## src/rtl/adc_spi_receptor.sv

```systemverilog
// Serial ADC receiver: synchronises SClk/CS/SData onto MasterClk and deserialises each CS-low frame.
// Optional ADC_PROMEDIO_EN: report the truncated mean of every four consecutive samples.
module adc_spi_receptor #(
  parameter int DATA_W      = 12,
  parameter int LEAD_BITS   = 4,
  parameter int SYNC_STAGES = 2
) (
  input  logic              MasterClk,
  input  logic              reset,
  input  logic              SClk,
  input  logic              CS,
  input  logic              SData,
  output logic [DATA_W-1:0] dato,
  output logic              dato_valido,
  output logic              error_trama,
  output logic [4:0]        conteo_bits
);

  localparam int FRAME_W = LEAD_BITS + DATA_W;

  typedef enum logic [1:0] {REPOSO, CAPTURA, ENTREGA, DESCARTE} estado_t;

  estado_t                estado;
  logic [SYNC_STAGES-1:0] sclk_sync, cs_sync, sdata_sync;
  logic                   sclk_prev, cs_prev;
  logic [SYNC_STAGES:0]   arranque;
  logic                   armado;
  logic [DATA_W-2:0]      shreg;

  logic sclk_s, cs_s, sdata_s;
  logic sclk_sube, cs_baja, cs_sube;
  logic [DATA_W-1:0] muestra;

  assign sclk_s    = sclk_sync[SYNC_STAGES-1];
  assign cs_s      = cs_sync[SYNC_STAGES-1];
  assign sdata_s   = sdata_sync[SYNC_STAGES-1];
  assign sclk_sube = sclk_s & ~sclk_prev;
  // A fall is only trusted once CS has really been seen high since reset.
  assign cs_baja   = ~cs_s & cs_prev & armado;
  assign cs_sube   = cs_s & ~cs_prev;
  assign muestra   = {shreg, sdata_s};

  always_ff @(posedge MasterClk or negedge reset) begin
    if (!reset) begin
      sclk_sync  <= '0;
      cs_sync    <= '1;
      sdata_sync <= '0;
      sclk_prev  <= 1'b0;
      cs_prev    <= 1'b1;
      arranque   <= '0;
      armado     <= 1'b0;
    end else begin
      sclk_sync  <= {sclk_sync[SYNC_STAGES-2:0], SClk};
      cs_sync    <= {cs_sync[SYNC_STAGES-2:0], CS};
      sdata_sync <= {sdata_sync[SYNC_STAGES-2:0], SData};
      sclk_prev  <= sclk_s;
      cs_prev    <= cs_s;
      arranque   <= {arranque[SYNC_STAGES-1:0], 1'b1};
      if (arranque[SYNC_STAGES] && cs_s)
        armado <= 1'b1;
    end
  end

`ifdef ADC_PROMEDIO_EN
  logic [1:0]        bloque;
  logic [DATA_W+1:0] acum;
  logic [DATA_W+1:0] suma;
  assign suma = acum + {2'b00, muestra};
`endif

  always_ff @(posedge MasterClk or negedge reset) begin
    if (!reset) begin
      estado      <= REPOSO;
      shreg       <= '0;
      conteo_bits <= '0;
      dato        <= '0;
      dato_valido <= 1'b0;
      error_trama <= 1'b0;
`ifdef ADC_PROMEDIO_EN
      bloque      <= '0;
      acum        <= '0;
`endif
    end else begin
      dato_valido <= 1'b0;
      case (estado)
        REPOSO: begin
          if (cs_baja) begin
            estado      <= CAPTURA;
            conteo_bits <= '0;
            shreg       <= '0;
          end
        end
        CAPTURA: begin
          if (sclk_sube) begin
            shreg       <= muestra[DATA_W-2:0];
            conteo_bits <= conteo_bits + 5'd1;
            if (conteo_bits < 5'(LEAD_BITS) && sdata_s)
              error_trama <= 1'b1;
            // Output is registered on the last edge so the pulse lands in the ENTREGA cycle.
            if (conteo_bits == 5'(FRAME_W - 1)) begin
              estado <= ENTREGA;
`ifdef ADC_PROMEDIO_EN
              if (bloque == 2'd3) begin
                dato        <= DATA_W'(suma >> 2);
                dato_valido <= 1'b1;
                acum        <= '0;
                bloque      <= '0;
              end else begin
                acum   <= suma;
                bloque <= bloque + 2'd1;
              end
`else
              dato        <= muestra;
              dato_valido <= 1'b1;
`endif
            end else if (cs_sube) begin
              error_trama <= 1'b1;
              estado      <= REPOSO;
            end
          end else if (cs_sube) begin
            error_trama <= 1'b1;
            estado      <= REPOSO;
          end
        end
        ENTREGA: begin
          estado <= cs_s ? REPOSO : DESCARTE;
        end
        DESCARTE: begin
          if (cs_sube)
            estado <= REPOSO;
        end
        default: estado <= REPOSO;
      endcase
    end
  end

endmodule

```

## config.mk

```make
export PLATFORM = sky130hd
export DESIGN_NAME = adc_spi_receptor
export DESIGN_NICKNAME = d
export VERILOG_FILES = /design/src/rtl/adc_spi_receptor.sv
export SDC_FILE = /design/constraint.sdc
export NUM_CORES = 1
export LEC_CHECK = 0
export CAP_MARGIN = 20
export CORE_ASPECT_RATIO = 0.5
export CORE_UTILIZATION = 50
export CTS_BUF_LIST = sky130_fd_sc_hd__clkbuf_4
export DETAILED_ROUTE_END_ITERATION = 6
export PLACE_DENSITY = 0.84
export SLEW_MARGIN = 5
export SYNTH_ARGS = -nofsm -noshare
export SYNTH_HDL_FRONTEND = slang
export SYNTH_SLANG_ARGS = --single-unit
```

## constraint.sdc

```tcl
create_clock -name MasterClk -period 1.7 [get_ports MasterClk]
set_input_delay 0.34 -clock MasterClk [delete_from_list [all_inputs] [get_ports MasterClk]]
set_output_delay 0.34 -clock MasterClk [all_outputs]
set_load 0.1 [all_outputs]
```

==> results of run 1 <==
synth_stat cells (3+ instances only):
library cell	count	area, um2
buf_2	4	20.0
a21oi_1	4	20.0
nand3_1	3	15.0
mux2_1	8	90.1
nand2_1	25	93.8
mux2_2	4	45.0
dfrtp_1	41	1030
inv_1	4	15.0
o21ai_1	7	35.0
o21ai_0	8	40.0
dfstp_2	3	78.8
routing by layer:
metal / wire [um] / part of all wire (%) / vias up / GRT usage (%)
met3: 178 / 5.6 / 5 / 6.03
met4: 34 / 1.1 / 0 / 7.80
li1: - / - / 532 / -
met2: 1600 / 50 / 32 / 33.8
met5: 0 / 0 / - / 0
met1: 1400 / 44 / 570 / 26.7
final cells by class:
| class | instances | area (um2) | share of cell area [%] |
|---|---|---|---|
| inverters | 4 | 15.0 | 0.618 |
| well taps | 40 | 50.0 | 2.06 |
| flip-flops and latches | 44 | 1120 | 45.9 |
| repair buffers | 38 | 572 | 23.5 |
| clock buffers | 6 | 45.0 | 1.85 |
| multi-input cells | 80 | 597 | 24.6 |
| clock inverters | 2 | 35.0 | 1.44 |
what timing repair did:
action,CTS,global route
pin swaps,1,0
setup endpoints to repair,12,13
gates resized for setup,9,0
buffers inserted,2,0
gates cloned,1,0
sequential cells by signal (all words and copies together), names as in the netlist, 2 cells and up:
register,flops
sclk_sync,2
dato,12
cs_sync,2
estado,2
conteo_bits,5
sdata_sync,2
arranque,3
shreg,11
cells in the final DEF, fill, tap and decap left out, drive strengths merged:
cell type      count
nand3b             1
nand4bb            2
clkinv             1
conb               1
inv                4
and3               1
nand2             26
a21o               2
nor2               1
dfstp              3
o21ai             15
or3                2
nand3              3
nor4bb             1
and4bb             2
buf               35
mux2              12
dfrtp             41
clkbuf             6
ha                 2
bufinv             1
a21oi              4
o211ai             1
nand2b             2
o22ai              1
clkdlybuf4s50      3
o41ai              1
cells by family after synthesis:
kind of cell | count (synthesis) | synth area share [%]
other cells | 1 | 0.226
fa+ha+maj | 2 | 1.50
compound gates | 24 | 7.98
buf+inv | 9 | 2.78
flops | 44 | 66.4
mux | 12 | 8.13
simple gates | 41 | 12.9
power breakdown:
group / internal (mW) / switching, mW / total [mW] / leakage, nW
sequential: 1.11 / 0.0525 / 1.16 / 0.563
clock: 0.324 / 0.322 / 0.646 / 0.0456
combinational: 0.163 / 0.265 / 0.428 / 0.529
total: 1.60 / 0.640 / 2.24 / 1.14
metrics by stage:
| stage | cells | TNS, ns |
|---|---|---|
| floorplan | 133 | -3.54 |
| global placement | 203 | -1.14 |
| detailed placement | 203 | -1.44 |
| CTS | 214 | -1.88 |
| global route | 214 | -2.66 |
| finish | 214 | -1.95 |
final timing paths:
kind / end / slack (ns)
max: dato[6] / -0.17
min: conteo_bits[4] / 0.04
max reg2reg: dato[6] / -0.17
min reg2reg: arranque[2] / 0.36
max in group asynchronous: conteo_bits[0] / 1.27
min in group MasterClk: arranque[2] / 0.36
==> qor.csv, run 1 <==
metric;value;unit
status;finished with violations;
violations;setup timing;
avgSynthCellArea;12.5;um2
final_hold_viol_count;0;
min_period;1.87;ns
core.rowCount;14;
synthFlopType;dfrtp_1;
synth.distinct_cells;28;
slew_headroom;64.9;%
crit_top_cell;ha_4;
clkTransAtPathRegs;0.12;ns
timing.final.max_slew_violations;0;
drt-initial-drc-count;75;
initial_core_util;53.9;%
cts_max_level;2;
die_w;83.6;um
cpMaxStageDelayCell;dfrtp_4;
clock-sinks;44;
postPlaceCellArea;2280;um2
rsz0062_at_grt;yes;
pre_cts_slack;-0.147;ns
synthArstFlopShare;100;%
synth_seq_area_share;66.4;%
worst_slack;-0.167;ns
synth_area;1660;um2
vias;1139;
grt_util_all_layers;20.6;%
fin_util;78.8;%
hold_ws;0.0404;ns
die_h;42.8;um
port_buffers;23;
wire_per_inst;15.0;um
cp_cell_sequence;ha_4 > and3_4 > ha_4 > and4bb_1 > nand2_4 > buf_6 > mux2_4;
place.gp.congestion;0.835;
synth-edff-count;0;
reg2regPathDepth;7;
final_net_count;180;
finalCritPeriodShare;110;%
synth_seq_cells;44;
finalPower;2.24;mW
path_depth;7;
final-setup-viol-count;13;
antenna_found_initial;0;
first_global_vias;1129;
crit_start;conteo_bits[0];
cp-end-kind;flop;
cts_hold_buf;0;
yosysWarnings;0;
path_max_fanout;4;
drt_pass1_iterations;4;
design_area;2430;um2
vias_per_cell;5.32;
leakage;1.14;nW
peakVddDrop;0.000607;V
nFillCells;170;
maxCapViolCount;0;
drc_errors;0;
power.density;921;nW/um2
clk_latency;0.35;ns
max-clock-path-buffers;2;
critPathBufInv;1;
cpLargestDelayFamily;flip-flops;
drive_gt1_share;39.7;%
grt_first_pass_wirelength;5.42;mm
worst_pin_slew;0.526;ns
routed_wl;3.21;mm
overflow;0;
area_growth;46.1;%
grt_max_degree;45;
r2r-start;conteo_bits[0];
cts_root_buf;clkbuf_4;
core_area;3080;um2
ant_nets;0;
tritoncts;done;
fin_worst_skew;0.00818;ns
die_area;3570;um2
crit_type;flop to flop;
hp-class;input pin to asynchronous set/reset pin;
synthesis.nets;140;
slowest_delay;0.51;ns
fmax;0.536;GHz
worstPathArrival;2.11;ns
io_pins;24;
crit_required;1.94;ns
numCtsBuffers;5;
antenna_cells;0;
synthCells;133;
cp-start-kind;flop;
place_hpwl;2.19;mm
Note: power is estimated with default switching activity, not from simulation.
==> run 2, diff against run 1 <==
Settings changed: CAP_MARGIN 20 to 5.
==> results of run 2 <==
No change in the layout: final DEF, timing and power equal those of run 1.
==> run 3, diff against run 2 <==
Settings changed: HOLD_SLACK_MARGIN from default to 0.12, RECOVER_POWER from default to 25.
==> qor.csv, run 3 (synthesis results as in run 1) <==
metric;value;unit;change
core_area;3080;um2;unchanged
die_area;3570;um2;unchanged
timing.final.max_slew_violations;0;;unchanged
clkTransAtPathRegs;0.12;ns;about the same
design_area;2440;um2;+0.31%
final-setup-viol-count;13;;unchanged
slew_headroom;31.4;%;-33 points
die_w;83.6;um;unchanged
final_hold_viol_count;0;;unchanged
worst_slack;-0.166;ns;+0.000494 ns
min_from;arranque[1];;
grt_max_degree;45;;unchanged
min_period;1.87;ns;-0.000494 ns
vias_per_cell;5.29;;-0.55%
drt-initial-drc-count;73;;-2.7%
worstPathArrival;2.11;ns;about the same
initial_core_util;53.9;%;unchanged
vias;1138;;-0.088%
drc_errors;0;;unchanged
cpLargestDelayFamily;flip-flops;;
cp-end-kind;flop;;
tritoncts;done;;
wire_per_inst;15.0;um;+0.44%
r2r-start;conteo_bits[0];;
dp_cells;203;;unchanged
crit_required;1.94;ns;about the same
area_growth;46.6;%;
cts_root_buf;clkbuf_4;;
crit_type;flop to flop;;
cpMaxStageDelayCell;dfrtp_4;;
largest_register_ffs;12;;unchanged
fin_worst_skew;0.00742;ns;-0.000760 ns
fmax;0.536;GHz;about the same
numCtsBuffers;5;;unchanged
finalCritPeriodShare;110;%;about the same
fin_tns_setup;-1.95;ns;-0.00196 ns
nFillCells;170;;unchanged
first_global_vias;1136;;+0.62%
stdcell_count;215;;+0.47%
regMostFlops;dato;;
final_common_cell;dfrtp_1;;
port_buffers;23;;unchanged
clock-sinks;44;;unchanged
finalPower;2.24;mW;about the same
ant_nets;0;;unchanged
hp-class;flop to flop;;
core.rowCount;14;;unchanged
status;finished with violations;;
slowest_delay;0.51;ns;about the same
cts_max_level;2;;unchanged
crit_top_cell;ha_4;;
path_max_fanout;4;;unchanged
critPathBufInv;1;;unchanged
drive_gt1_share;38.9;%;-0.80 points
die_h;42.8;um;unchanged
routed_wl;3.23;mm;+0.90%
top_regs;dato: 12 flops, shreg: 11 flops, conteo_bits: 5 flops;;
max-clock-path-buffers;2;;unchanged
violations;setup timing;;
worst_pin_slew;1.03;ns;+0.502 ns
place.gp.congestion;0.835;;unchanged
hold_ws;0.364;ns;+0.324 ns
cp_cell_sequence;ha_4 > and3_4 > ha_4 > and4bb_1 > nand2_4 > buf_6 > mux2_4;;
power.density;918;nW/um2;-0.37%
drt_pass1_iterations;4;;unchanged
grt_util_all_layers;20.7;%;+0.089 points
clk_latency;0.35;ns;about the same
postPlaceCellArea;2280;um2;unchanged
grt_first_pass_wirelength;5.45;mm;+0.52%
maxCapViolCount;0;;unchanged
leakage;1.14;nW;+0.33%
antenna_found_initial;0;;unchanged
layout_common_cells;dfrtp_1, nand2_1, buf_12, mux2_4, buf_4;;
place_hpwl;2.19;mm;unchanged
final_net_count;181;;+0.56%
io_pins;24;;unchanged
peakVddDrop;0.000603;V;-0.73%
crit_start;conteo_bits[0];;
cp-start-kind;flop;;
rsz0062_at_grt;yes;;
antenna_cells;0;;unchanged
overflow;0;;unchanged
## run 3: cell count changes in the layout (fill, tap and decap cells not counted), sizes merged
| cell | previous run | this run |
|---|---|---|
| dlygate4sd3 | 0 | 4 |
| clkdlybuf4s50 | 3 | 0 |
| clkbuf | 6 | 7 |
| buf | 35 | 34 |
## run 3: stage by stage
stage          worst slack (ns)  utilization, %
6_report                 -0.166            79.1
5_1_grt                  -0.227            79.1
4_1_cts                  -0.163            79.1
3_5_place_dp             -0.147            73.8
3_3_place_gp             -0.116            73.8
2_1_floorplan            -0.322               -
## run 3: timing repair
| action | 4_1_cts | 5_1_grt |
|---|---|---|
| setup buffers | 2 | 0 |
| hold endpoints to repair | 41 | 0 |
| hold buffers | 1 | 0 |
| endpoints found under the setup margin | 12 | 13 |
| gates cloned | 1 | 0 |
| pin swaps | 1 | 0 |
| gates resized for setup | 9 | 0 |
## run 3: area by class of cell
cell class | count | area, um2 | share of cell area, %
clock buffer | 6 | 45.0 | 1.85
clock inverter | 2 | 35.0 | 1.44
inverter | 4 | 15.0 | 0.616
multi-input combinational | 80 | 597 | 24.5
sequential | 44 | 1120 | 45.8
tap | 40 | 50.0 | 2.05
timing repair buffer | 39 | 579 | 23.8
## run 3: worst reg2reg max path, delay by kind of cell (launching register included)
family	cells	cell delay, ns
flops	1	0.51
mux	1	0.30
simple gates	3	0.50
buf+inv	1	0.13
fa+ha+maj	2	0.31
## run 3: path summary, 6_finish.rpt
path | cells past startpoint | slack, ns | end
max | 7 | -0.17 | dato[6]
min | 0 | 0.36 | arranque[2]
max reg2reg | 7 | -0.17 | dato[6]
min reg2reg | 0 | 0.36 | arranque[2]
max in group asynchronous | 3 | 0.19 | conteo_bits[0]
min in group asynchronous | 3 | 0.78 | conteo_bits[2]
## run 3: report_power, final
group          internal [mW]  switching (mW)
registers               1.11          0.0527
logic                  0.162           0.266
clock network          0.324           0.321
## run 3: metal layers
metal / up-vias / global-route usage, % / part of all wire, %
met5: - / 0 / 0
met4: 0 / 7.80 / 1.1
met3: 5 / 6.03 / 4.5
met2: 26 / 33.8 / 50
met1: 573 / 26.9 / 44
li1: 534 / - / -
